==> src/rtl/note_tone_gen_pkg.sv <==
// -----------------------------------------------------------------------------
// note_tone_pkg
// Shared definitions for the note_tone_gen square-wave voice:
//   CLK_HZ           system clock frequency (50 MHz)
//   NOTE_COUNT       number of playable notes (1..24 = C4..B5)
//   half_period_t    17-bit half period in clock cycles
//   env_state_e      envelope states IDLE / ATTACK / SUSTAIN / RELEASE
//   HALF_PERIOD_LUT  half period per note, round(CLK_HZ / (2 * f_note)),
//                    equal temperament anchored on A4 = 440 Hz (C4 = 261.63 Hz)
//   note_half_period lookup helper; returns 0 for note 0 and invalid indices
// -----------------------------------------------------------------------------
package note_tone_pkg;

  localparam int unsigned CLK_HZ     = 50_000_000;
  localparam int          NOTE_COUNT = 24;

  typedef logic [16:0] half_period_t;

  typedef enum logic [1:0] {
    ST_IDLE    = 2'd0,
    ST_ATTACK  = 2'd1,
    ST_SUSTAIN = 2'd2,
    ST_RELEASE = 2'd3
  } env_state_e;

  // Index 0 holds note 1 (C4), index 23 holds note 24 (B5).
  localparam half_period_t HALF_PERIOD_LUT [NOTE_COUNT] = '{
    17'd95556, 17'd90193, 17'd85131, 17'd80353, 17'd75843, 17'd71586,
    17'd67569, 17'd63776, 17'd60197, 17'd56818, 17'd53629, 17'd50619,
    17'd47778, 17'd45097, 17'd42566, 17'd40177, 17'd37922, 17'd35793,
    17'd33784, 17'd31888, 17'd30098, 17'd28409, 17'd26815, 17'd25310
  };

  function automatic half_period_t note_half_period(input logic [4:0] n);
    half_period_t hp;
    hp = '0;
    if (n != 5'd0 && n <= 5'(NOTE_COUNT)) begin
      hp = HALF_PERIOD_LUT[n - 5'd1];
    end
    return hp;
  endfunction

endpackage

==> src/rtl/note_tone_gen_if.sv <==
// -----------------------------------------------------------------------------
// note_tone_gen_if
// Note-in / sample-out bundle of the tone generator.
//   note         [4:0]  held note index (0 = none, 1..24 = C4..B5, >24 invalid)
//   sample_tick         one-cycle audio sample strobe
//   sample       [15:0] signed audio sample
//   sample_valid        one-cycle pulse marking a new sample
//   active              envelope not idle
// master: the note/tick source; slave: the generator.
// -----------------------------------------------------------------------------
interface note_tone_gen_if;

  logic        [4:0]  note;
  logic               sample_tick;
  logic signed [15:0] sample;
  logic               sample_valid;
  logic               active;

  modport master (
    output note, sample_tick,
    input  sample, sample_valid, active
  );

  modport slave (
    input  note, sample_tick,
    output sample, sample_valid, active
  );

endinterface

==> src/rtl/note_tone_gen_divider.sv <==
// -----------------------------------------------------------------------------
// tone_divider
// Phase counter of the square wave. Counts 0..half_period-1, then wraps and
// flips polarity. restart forces the counter to 0 and polarity positive.
// A half period of 0 (nothing played since reset) freezes the counter.
//   clock        system clock
//   reset        asynchronous active-low reset
//   half_period  half period in clock cycles
//   restart      phase restart strobe
//   polarity     1 = positive half, 0 = negative half
// -----------------------------------------------------------------------------
module tone_divider
  import note_tone_pkg::*;
(
  input  logic         clock,
  input  logic         reset,
  input  half_period_t half_period,
  input  logic         restart,
  output logic         polarity
);

  half_period_t r_count;
  logic         r_polarity;

  always_ff @(posedge clock or negedge reset) begin
    if (!reset) begin
      r_count    <= '0;
      r_polarity <= 1'b1;
    end else if (restart) begin
      r_count    <= '0;
      r_polarity <= 1'b1;
    end else if (half_period != '0) begin
      if (r_count >= half_period - 17'd1) begin
        r_count    <= '0;
        r_polarity <= ~r_polarity;
      end else begin
        r_count <= r_count + 17'd1;
      end
    end
  end

  assign polarity = r_polarity;

endmodule

==> src/rtl/note_tone_gen.sv <==
// -----------------------------------------------------------------------------
// note_tone_gen
// Square-wave voice with an attack/sustain/release amplitude envelope.
// Build option: define NOTE_TONE_ENVELOPE_EN for the four-state envelope;
// without it the amplitude switches straight between 0 and AMP_MAX and
// ENV_STEP has no effect.
// Parameters:
//   AMP_MAX   sustain amplitude (square-wave magnitude)
//   ENV_STEP  amplitude change per sample_tick in attack/release
// Ports:
//   clock     system clock, rising edge
//   reset     asynchronous active-low reset
//   bus       note_tone_gen_if.slave (note, sample_tick -> sample,
//             sample_valid, active)
// -----------------------------------------------------------------------------
module note_tone_gen
  import note_tone_pkg::*;
#(
  parameter logic [15:0] AMP_MAX  = 16'd8000,
  parameter logic [15:0] ENV_STEP = 16'd40
) (
  input logic            clock,
  input logic            reset,
  note_tone_gen_if.slave bus
);

  localparam logic [16:0] AMP_MAX_W = {1'b0, AMP_MAX};

  logic [4:0]         w_note_eff;
  logic               w_note_on;
  logic               w_restart;
  logic [4:0]         r_note_q;
  half_period_t       r_half_period;
  logic               w_polarity;
  env_state_e         r_state;
  env_state_e         w_state_next;
  logic [16:0]        r_amp;
  logic [16:0]        w_amp_next;
  logic signed [15:0] w_mag;
  logic signed [15:0] w_sample_next;
  logic signed [15:0] r_sample;
  logic               r_sample_valid;
  logic               w_unused_amp_msb;

  // Out-of-range indices behave exactly like "no note".
  assign w_note_eff = (bus.note > 5'(NOTE_COUNT)) ? 5'd0 : bus.note;
  assign w_note_on  = (w_note_eff != 5'd0);
  assign w_restart  = (w_note_eff != r_note_q) && w_note_on;

  // The half period is only replaced by a new nonzero note, so a release
  // keeps sounding at the pitch of the note that was let go.
  always_ff @(posedge clock or negedge reset) begin
    if (!reset) begin
      r_note_q      <= 5'd0;
      r_half_period <= '0;
    end else begin
      r_note_q <= w_note_eff;
      if (w_restart) begin
        r_half_period <= note_half_period(w_note_eff);
      end
    end
  end

  tone_divider u_divider (
    .clock       (clock),
    .reset       (reset),
    .half_period (r_half_period),
    .restart     (w_restart),
    .polarity    (w_polarity)
  );

  // FSM process 1: state and amplitude registers.
  always_ff @(posedge clock or negedge reset) begin
    if (!reset) begin
      r_state <= ST_IDLE;
      r_amp   <= '0;
    end else begin
      r_state <= w_state_next;
      r_amp   <= w_amp_next;
    end
  end

`ifdef NOTE_TONE_ENVELOPE_EN
  localparam logic [16:0] STEP_W = {1'b0, ENV_STEP};

  logic [16:0] w_amp_up;
  logic [16:0] w_amp_down;

  // Both operands fit in 16 bits, so the 17-bit sum cannot overflow.
  assign w_amp_up   = (r_amp + STEP_W >= AMP_MAX_W) ? AMP_MAX_W : r_amp + STEP_W;
  assign w_amp_down = (r_amp > STEP_W) ? r_amp - STEP_W : 17'd0;

  // FSM process 2: next state. Note on/off wins over the amplitude-driven
  // transitions; ATTACK/RELEASE end on the amplitude being written this cycle.
  always_comb begin
    w_state_next = r_state;
    case (r_state)
      ST_IDLE:    if (w_note_on) w_state_next = ST_ATTACK;
      ST_ATTACK: begin
        if (!w_note_on)                    w_state_next = ST_RELEASE;
        else if (w_amp_next == AMP_MAX_W)  w_state_next = ST_SUSTAIN;
      end
      ST_SUSTAIN: if (!w_note_on) w_state_next = ST_RELEASE;
      ST_RELEASE: begin
        if (w_note_on)                w_state_next = ST_ATTACK;
        else if (w_amp_next == 17'd0) w_state_next = ST_IDLE;
      end
      default:    w_state_next = ST_IDLE;
    endcase
  end

  // FSM process 3 (amplitude part): ramps move only on sample_tick.
  always_comb begin
    w_amp_next = r_amp;
    case (r_state)
      ST_IDLE:    w_amp_next = 17'd0;
      ST_ATTACK:  if (bus.sample_tick) w_amp_next = w_amp_up;
      ST_SUSTAIN: w_amp_next = AMP_MAX_W;
      ST_RELEASE: if (bus.sample_tick) w_amp_next = w_amp_down;
      default:    w_amp_next = 17'd0;
    endcase
  end
`else
  logic w_unused_env_step;

  // Without ramps the step size is meaningless.
  assign w_unused_env_step = ^ENV_STEP;

  // FSM process 2: next state, only IDLE and SUSTAIN are reachable.
  always_comb begin
    w_state_next = r_state;
    case (r_state)
      ST_IDLE:    if (w_note_on)  w_state_next = ST_SUSTAIN;
      ST_SUSTAIN: if (!w_note_on) w_state_next = ST_IDLE;
      default:    w_state_next = ST_IDLE;
    endcase
  end

  // FSM process 3 (amplitude part): full level while any note is held.
  always_comb begin
    w_amp_next = w_note_on ? AMP_MAX_W : 17'd0;
  end
`endif

  // FSM process 3 (sample part): sign follows the square-wave polarity.
  // The registered amp/polarity are used, so a note change landing on a
  // tick still produces the pre-change sample.
  assign w_unused_amp_msb = r_amp[16];
  assign w_mag            = $signed(r_amp[15:0]);

  always_comb begin
    w_sample_next = 16'sd0;
    if (r_state != ST_IDLE) begin
      w_sample_next = w_polarity ? w_mag : -w_mag;
    end
  end

  always_ff @(posedge clock or negedge reset) begin
    if (!reset) begin
      r_sample       <= 16'sd0;
      r_sample_valid <= 1'b0;
    end else begin
      r_sample_valid <= bus.sample_tick;
      if (bus.sample_tick) begin
        r_sample <= w_sample_next;
      end
    end
  end

  assign bus.sample       = r_sample;
  assign bus.sample_valid = r_sample_valid;
  assign bus.active       = (r_state != ST_IDLE);

endmodule

==> src/flat_wrapper.sv <==
// flat-port wrapper written by rule: the top's interface ports become plain ports
module note_tone_gen_flat import note_tone_pkg::*;
#(
  parameter logic [15:0] AMP_MAX  = 16'd8000,
  parameter logic [15:0] ENV_STEP = 16'd40
)
  (clock, reset, bus_note, bus_sample_tick, bus_sample, bus_sample_valid, bus_active);
  note_tone_gen_if bus_i ();
  input logic clock;
  input logic reset;
  input wire logic [$bits(bus_i.note)-1:0] bus_note;
  input wire logic [$bits(bus_i.sample_tick)-1:0] bus_sample_tick;
  output wire logic [$bits(bus_i.sample)-1:0] bus_sample;
  output wire logic [$bits(bus_i.sample_valid)-1:0] bus_sample_valid;
  output wire logic [$bits(bus_i.active)-1:0] bus_active;
  assign bus_i.note = bus_note;
  assign bus_i.sample_tick = bus_sample_tick;
  assign bus_sample = bus_i.sample;
  assign bus_sample_valid = bus_i.sample_valid;
  assign bus_active = bus_i.active;
  note_tone_gen #(.AMP_MAX(AMP_MAX), .ENV_STEP(ENV_STEP)) u_core (.clock(clock), .reset(reset), .bus(bus_i));
endmodule
==> config.mk <==
export PLATFORM = sky130hd
export DESIGN_NAME = note_tone_gen_flat
export DESIGN_NICKNAME = d
export VERILOG_FILES = /design/src/rtl/note_tone_gen_pkg.sv /design/src/rtl/note_tone_gen_if.sv /design/src/rtl/note_tone_gen_divider.sv /design/src/rtl/note_tone_gen.sv /design/src/flat_wrapper.sv
export SDC_FILE = /design/constraint.sdc
export NUM_CORES = 1
export LEC_CHECK = 0
export ABC_AREA = 1
export BUFFER_PORTS_ARGS = -buffer_cell sky130_fd_sc_hd__buf_2
export CAP_MARGIN = 20
export CORE_ASPECT_RATIO = 2
export CORE_MARGIN = 8
export CORE_UTILIZATION = 55
export DETAILED_ROUTE_END_ITERATION = 8
export HOLD_SLACK_MARGIN = 0.06
export PLACE_DENSITY = 0.73
export SLEW_MARGIN = 20
export SYNTH_ARGS = -nofsm -noshare
export SYNTH_HDL_FRONTEND = slang
export SYNTH_SLANG_ARGS = --single-unit
==> constraint.sdc <==
create_clock -name clock -period 6.2 [get_ports clock]
set_input_delay 0 -clock clock [delete_from_list [all_inputs] [get_ports clock]]
set_output_delay 0 -clock clock [all_outputs]
set_load 0.05 [all_outputs]
==> metrics.md, run 1 <==
| Metric | Value |
|---|---|
| Status | `finished, final reports clean` |
| Critical Path Start Type | `flop` |
| Fin cells | `693` |
| Final number of hold-violating endpoints | `0` |
| First-pass GRT wire length | `between 15,000 and 20,000 um` |
| Initial DRC Count | `227` |
| DRC | `0` |
| Async SR Flop Fraction | `between 90% and 100%` |
| Setup violations, final | `0` |
| GRT overflow | `0` |
| Final cycle utilization of the critical path | `60.9%` |
| Synth Warn # | `0` |
| Crit end category | `flop` |
| Placed Instance Area | `4030 sq um` |
| Seq. cell area | `1150 sq um` |
| P_sw | `0.394 mW` |
| TritonRoute pass-1 iters | `5` |
| Net switching fraction of the power | `36.9%` |
| Reg2Reg Depth | `19` |
| Post-layout minimum cycle time | `roughly 3800 ps` |
| Clock tree sinks | `46` |
| EDFF count, synth | `0` |
| CTS root buffer | `clkbuf_16` |
| Hold crit path type | `in2reg` |
| Fraction of layout cells with a size suffix above 1 | `under 10%` |
| CTS clock-pin slew for the worst setup and hold paths | `70 ps` |
| Vias per cell | `5.23` |
| WS Path Type | `reg2reg` |
| Commonest non-fill, non-tap cell in the layout | `nand2_1` |
| Clock share of power | `33.0%` |
| Total Nets Final | `~640` |
| Dpl cells | `681` |
| Yosys reg bits | `between 40 and 50` |
| Die width | `76.1 um` |
| Worst-skew pair later-pin latency | `290 ps` |
| Starting density of the core | `55.9%` |
| Worst EP required | `6430 ps` |
| Part of the power in registers | `roughly 33%` |
| Max FO, Critical Path | `14` |
| Routed WL | `8910 um` |
| Total GRT Usage | `a little under a fifth` |
| Synth-to-layout area growth | `7.31%` |
| Cell row count | `44` |
| Max-slew headroom | `58.6%` |
| Design Power | `about 1.1 mW` |
| Pre-CTS WS | `2470 ps` |
| Largest net degree at the start of global routing | `47` |
| Yosys top cell area share | `28.4%` |
| Hold Startpoint | `bus_note[2]` |
| Core Box Area | `7100 sq um` |
| CP Launch Point | `u_core.r_half_period[0]$_DFFE_PN0P_` |
| Antenna violations before repair | `0` |
| Commonest non-fill, non-tap cells in the layout | `nand2_1, inv_1, nor2_1` |
| Combinational share of power | `approximately 34%` |
| Clk_skew | `4.60 ps` |
| Die Area | `10,400 sq um` |
| Max Freq | `0.265 GHz` |
| Fin. max-slew vios | `0` |
| Post-route antenna net violation count | `0` |
| Final instance area | `4260 sq um` |
| Postcts setup bufs | `0` |
| Post-CTS Resized | `0` |
| Fill count | `~700` |
| VDD IR max | `0.170 mV` |
| Post-synthesis cell count | `591` |
| Int Pwr | `0.674 mW` |
| H-Tree Depth | `2` |
| Multi-input logic area | `2400 sq um` |
| Total of max-cap violations | `0` |
| Pwr dens | `251 nW/um^2` |
| Vias | `3,622` |
| Leading area contributor after synthesis | `dfrtp_1` |
| Vert. Die Dim | `136 um` |
| Num ports | `26` |
| Register area share after synthesis | `29.0%` |
| DPL Wire Length | `6740 um` |
| Port bufs | `19` |
| Worst EP arrival | `4000 ps` |
| Predominant post-synthesis flop cell | `dfrtp_1` |
| Routed len/inst | `12.9 um` |
| Hold path depth | `3` |
| Synth top area cells | `dfrtp_1, nand2_1, ha_1` |
| Worst setup margin | `2430 ps` |
| ANT cells | `0` |
| CTS tree | `yes` |
| Mapped cell area | `slightly below 4000 sq um` |
| RSZ-0062 raised after global routing | `false` |
| Vias in the first global route | `3,526` |
| Clock Tree Buf Depth | `2` |
| Crit Reg-Reg Startpoint | `u_core.r_half_period[0]$_DFFE_PN0P_` |
| Total CTS buffers | `5` |
| Netlist cell types | `37` |
| Setup TNS Final | `0 ps` |
| Leak | `2.34 nW` |
| Post-synthesis area per instance | `6.72 sq um` |
| Gpl congestion | `0.928` |
| Tightest Pin Transition | `a little over 600 ps` |
-- kinds of logic after synthesis --
family                     Yosys count  synth area share [%]
AOI/OAI and AO/OA                   55                  8.13
xor gates and xnor gates            26                  5.74
adders and majority gates           31                  9.77
buffers and inverters               95                  11.0
DFF                                 46                  29.0
other                                1                0.0945
and+or+nand+nor                    337                  36.2
-- power by group through the flow --
stage / sequential (mW) / combinational, mW / clock [mW]
after CTS: 0.357 / 0.362 / 0.356
after floorplan: 0.369 / 0.288 / 0
after global placement: 0.361 / 0.355 / 0
after global routing: 0.361 / 0.415 / 0.367
final: 0.357 / 0.359 / 0.352
after detailed placement: 0.362 / 0.358 / 0
-- path summary, 6_finish.rpt --
kind	to	slack, ps
worst max-delay path	u_core.u_divider.r_count[14]$_DFFE_PN0P_	2430
worst min-delay path	u_core.r_note_q[2]$_DFF_PN0_	90
worst max register to register	u_core.u_divider.r_count[14]$_DFFE_PN0P_	2430
worst min register to register	u_core.r_half_period[13]$_DFFE_PN0P_	490
max in group asynchronous	u_core.u_divider.r_count[15]$_DFFE_PN0P_	5460
min in group asynchronous	u_core.r_note_q[3]$_DFF_PN0_	330
-- synth_stat cells (8+ instances only) --
cell type	number
nand2_1	209
inv_1	61
nor2_1	46
dfrtp_1	45
nand3_1	40
ha_1	31
o21ai_0	20
xor2_1	19
nand4_1	15
buf_4	13
a21oi_1	10
o21ai_1	10
nor3_1	8
-- per-layer routing --
metal	GRT usage (%)	up-vias	routed length [um]
met3	3.25	9	325
li1	-	1868	-
met5	0	-	0
met1	22.2	1686	3970
met4	5.82	0	124
met2	32.7	59	4490
-- cell type report --
type,count,area share (%)
multi-input cells,455,56.3
flip-flops and latches,46,27.1
repair buffers,24,3.35
clock buffers,5,2.94
well taps,92,2.70
clock inverters,3,1.62
inverters,68,6.05
-- critical path, stage by stage (launching register included) --
cell,delay (ps)
dfrtp_1,370
inv_1,100
ha_1,190
nand2_1,60
nor2_1,230
nand4_1,210
nor2_1,210
nand4_1,140
nor2_1,240
inv_2,150
nand2_1,90
inv_1,40
ha_1,320
a21oi_1,170
nand2_1,70
a21oi_1,160
nand4_1,530
nor2_1,260
nand3_1,100
nand2_1,70
-- state kept, by name (all words and copies together) (netlist names) --
signal                     flops
u_core.r_amp                   1
u_core.r_note_q                5
u_core.bus.sample_valid        1
u_core.bus.sample              3
u_core.r_half_period          17
u_core.u_divider.polarity      1
u_core.u_divider.r_count      17
u_core.r_state                 1
-- timing repair --
action,CTS,global route
endpoints found under the hold margin,51,0
endpoints found under the setup margin,0,0
hold buffers,4,0
-- through the flow --
stage          utilization [%]  hold slack [ps]
4_1_cts                   60.0             86.7
5_1_grt                   60.0              111
6_report                  60.0             94.0
3_3_place_gp              56.7              123
2_1_floorplan                -             -296
3_5_place_dp              56.7              130
No activity file was read; power rests on OpenSTA's default activity.
==> run 2, diff against run 1 <==
--- a/config.mk
+++ b/config.mk
@@ -13,7 +13,7 @@
 export CORE_UTILIZATION = 55
 export DETAILED_ROUTE_END_ITERATION = 8
 export HOLD_SLACK_MARGIN = 0.06
-export PLACE_DENSITY = 0.73
+export PLACE_DENSITY = 0.76
 export SLEW_MARGIN = 20
 export SYNTH_ARGS = -nofsm -noshare
 export SYNTH_HDL_FRONTEND = slang
==> constraint.sdc (replaced) <==
create_clock -name clock -period 3.4 [get_ports clock]
set_input_delay 0 -clock clock [delete_from_list [all_inputs] [get_ports clock]]
set_output_delay 0 -clock clock [all_outputs]
set_load 0.05 [all_outputs]
==> run 2 against run 1 <==
Effect of this change: via count shrank 0.39%; highest routed layer unchanged; critical path depth grew 2; maximum frequency grew 17%; critical endpoint is now u_core.u_divider.r_count[10]$_DFFE_PN0P_; total power grew 71%.
==> metrics.md, run 2 (synthesis gave the netlist of run 1 again) <==
| Metric | Value |
|---|---|
| Status | `finished, final reports clean` |
| First-pass GRT wire length | `15,200 um` |
| VDD IR max | `0.270 mV` |
| Cell row count | `between 40 and 50` |
| Post-route antenna net violation count | `0` |
| Total GRT Usage | `17.8%` |
| Max Freq | `slightly above 0.3 GHz` |
| Commonest non-fill, non-tap cells in the layout | `nand2_1, inv_1, dfrtp_1` |
| Vias | `3,608` |
| Critical Path Start Type | `flop` |
| Max-slew headroom | `59.4%` |
| Die Area | `10,400 sq um` |
| Placed Instance Area | `~4000 sq um` |
| Synth-to-layout area growth | `8.48%` |
| Crit path max-delay family | `simple AND/OR/NAND/NOR gates` |
| H-Tree Depth | `2` |
| Fill count | `roughly 670` |
| TritonRoute pass-1 iters | `4` |
| Routed WL | `8940 um` |
| Gpl congestion | `approximately 0.9` |
| Setup TNS Final | `0 ps` |
| Total CTS buffers | `5` |
| Final number of hold-violating endpoints | `0` |
| Hold crit path type | `in2reg` |
| Hold path depth | `6` |
| DRC | `0` |
| Dpl cells | `between 600 and 700` |
| Biggest regs | `u_core.r_half_period: 17 flops, u_core.u_divider.r_count: 17 flops, u_core.r_note_q: 5 flops` |
| WS Path Type | `reg2reg` |
| Design Power | `1.83 mW` |
| Vert. Die Dim | `roughly 140 um` |
| CTS root buffer | `clkbuf_16` |
| DPL Wire Length | `6580 um` |
| Worst-skew pair later-pin latency | `about 290 ps` |
| Die width | `76.1 um` |
| GRT overflow | `0` |
| Reg2Reg Depth | `21` |
| CP max stage delay | `390 ps` |
| Initial DRC Count | `288` |
| Total Nets Final | `645` |
| Port bufs | `19` |
| Crit path cell chain | `inv_1 -> ha_2 -> nand2_1 -> nor2_1 -> nand4_1 -> nor2_2 -> nand4_1 -> nor2_2 -> inv_2 -> nand2_1 -> inv_1 -> ha_4 -> nand2_1 -> nor2_2 -> and2_4 -> nand4_1 -> nand4_1 -> buf_4 -> nor2_1 -> nand3_1 -> nand2_1` |
| Crit end category | `flop` |
| Fin. max-slew vios | `0` |
| Largest net degree at the start of global routing | `47` |
| Critical path depth | `21` |
| Setup violations, final | `0` |
| Vias per cell | `5.16` |
| Clk_skew | `between 2 and 2.5 ps` |
| Clock Tree Buf Depth | `2` |
| ANT cells | `0` |
| Slowest-stage cell, CP | `dfrtp_1` |
| Clock tree sinks | `46` |
| Num ports | `26` |
| Fraction of layout cells with a size suffix above 1 | `a little under an eighth` |
| Antenna violations before repair | `0` |
| Buffers plus inverters on the worst setup path | `4` |
| Routed len/inst | `12.8 um` |
| Fin cells | `699` |
| Vias in the first global route | `3,405` |
| Fin util | `roughly 60%` |
| Tightest Pin Transition | `609 ps` |
| Final instance area | `4310 sq um` |
| Post-layout minimum cycle time | `3220 ps` |
| Commonest non-fill, non-tap cell in the layout | `nand2_1` |
| Core Box Area | `just over 7000 sq um` |
| Starting density of the core | `55.9%` |
| CTS tree | `yes` |
| Total of max-cap violations | `0` |
| Final cycle utilization of the critical path | `94.6%` |
| Worst EP arrival | `between 3000 and 4000 ps` |
| Worst EP required | `between 3000 and 4000 ps` |
| Leak | `2.34 nW` |
| CTS clock-pin slew for the worst setup and hold paths | `around 70 ps` |
| Max FO, Critical Path | `10` |
| Pwr dens | `425 nW/um^2` |
run 2: metrics by stage:
stage                     worst slack (ps)  hold slack [ps]
final                                  183              218
after global routing                 -53.5              233
after CTS                             86.1              205
after detailed placement               109              175
after global placement                 319              174
after floorplan                        247             -296
run 2: cell type report:
cell class / instances / area [sq um] / area share [%]
multi-input cells: 455 / 2430 / 56.5
well taps: 92 / 115 / 2.67
inverters: 68 / 258 / 5.99
clock buffers: 5 / 125 / 2.91
clock inverters: 3 / 25.0 / 0.581
flip-flops and latches: 46 / 1150 / 26.8
repair buffers: 30 / 196 / 4.56
run 2: worst paths after layout:
path                                                 startpoint  slack, ps                                        to
min                                                 bus_note[2]        220              u_core.r_note_q[3]$_DFF_PN0_
min reg2reg                u_core.r_half_period[13]$_DFFE_PN0P_        480      u_core.r_half_period[13]$_DFFE_PN0P_
min in group asynchronous                                 reset        260              u_core.r_note_q[4]$_DFF_PN0_
max in group asynchronous                                 reset       2730   u_core.u_divider.r_count[8]$_DFFE_PN0P_
max                         u_core.r_half_period[1]$_DFFE_PN0P_        180  u_core.u_divider.r_count[10]$_DFFE_PN0P_
max reg2reg                 u_core.r_half_period[1]$_DFFE_PN0P_        180  u_core.u_divider.r_count[10]$_DFFE_PN0P_
run 2: power by group:
part | internal, mW | switching [mW]
Clock | 0.277 | 0.229
Combinational | 0.212 | 0.459
Sequential | 0.606 | 0.0462
Total | 1.09 | 0.735
run 2: worst min-delay path, delay by kind of cell:
| kind | cells | cell delay (ps) |
|---|---|---|
| buffers and inverters | 2 | 140 |
| and+or+nand+nor | 4 | 330 |
run 2: repair_timing:
| action | 4_1_cts | 5_1_grt |
|---|---|---|
| endpoints found under the setup margin | 0 | 18 |
| buffers inserted | 0 | 3 |
| hold buffers | 5 | 0 |
| resized for setup | 0 | 13 |
| endpoints found under the hold margin | 51 | 0 |
run 2: metal layers:
layer	vias to the layer above	global-route usage, %	routed length (um)
li1	1888	-	-
met1	1633	20.9	4040
met2	70	30.9	4280
met3	17	3.25	410
met4	0	7.76	213
met5	-	0	0
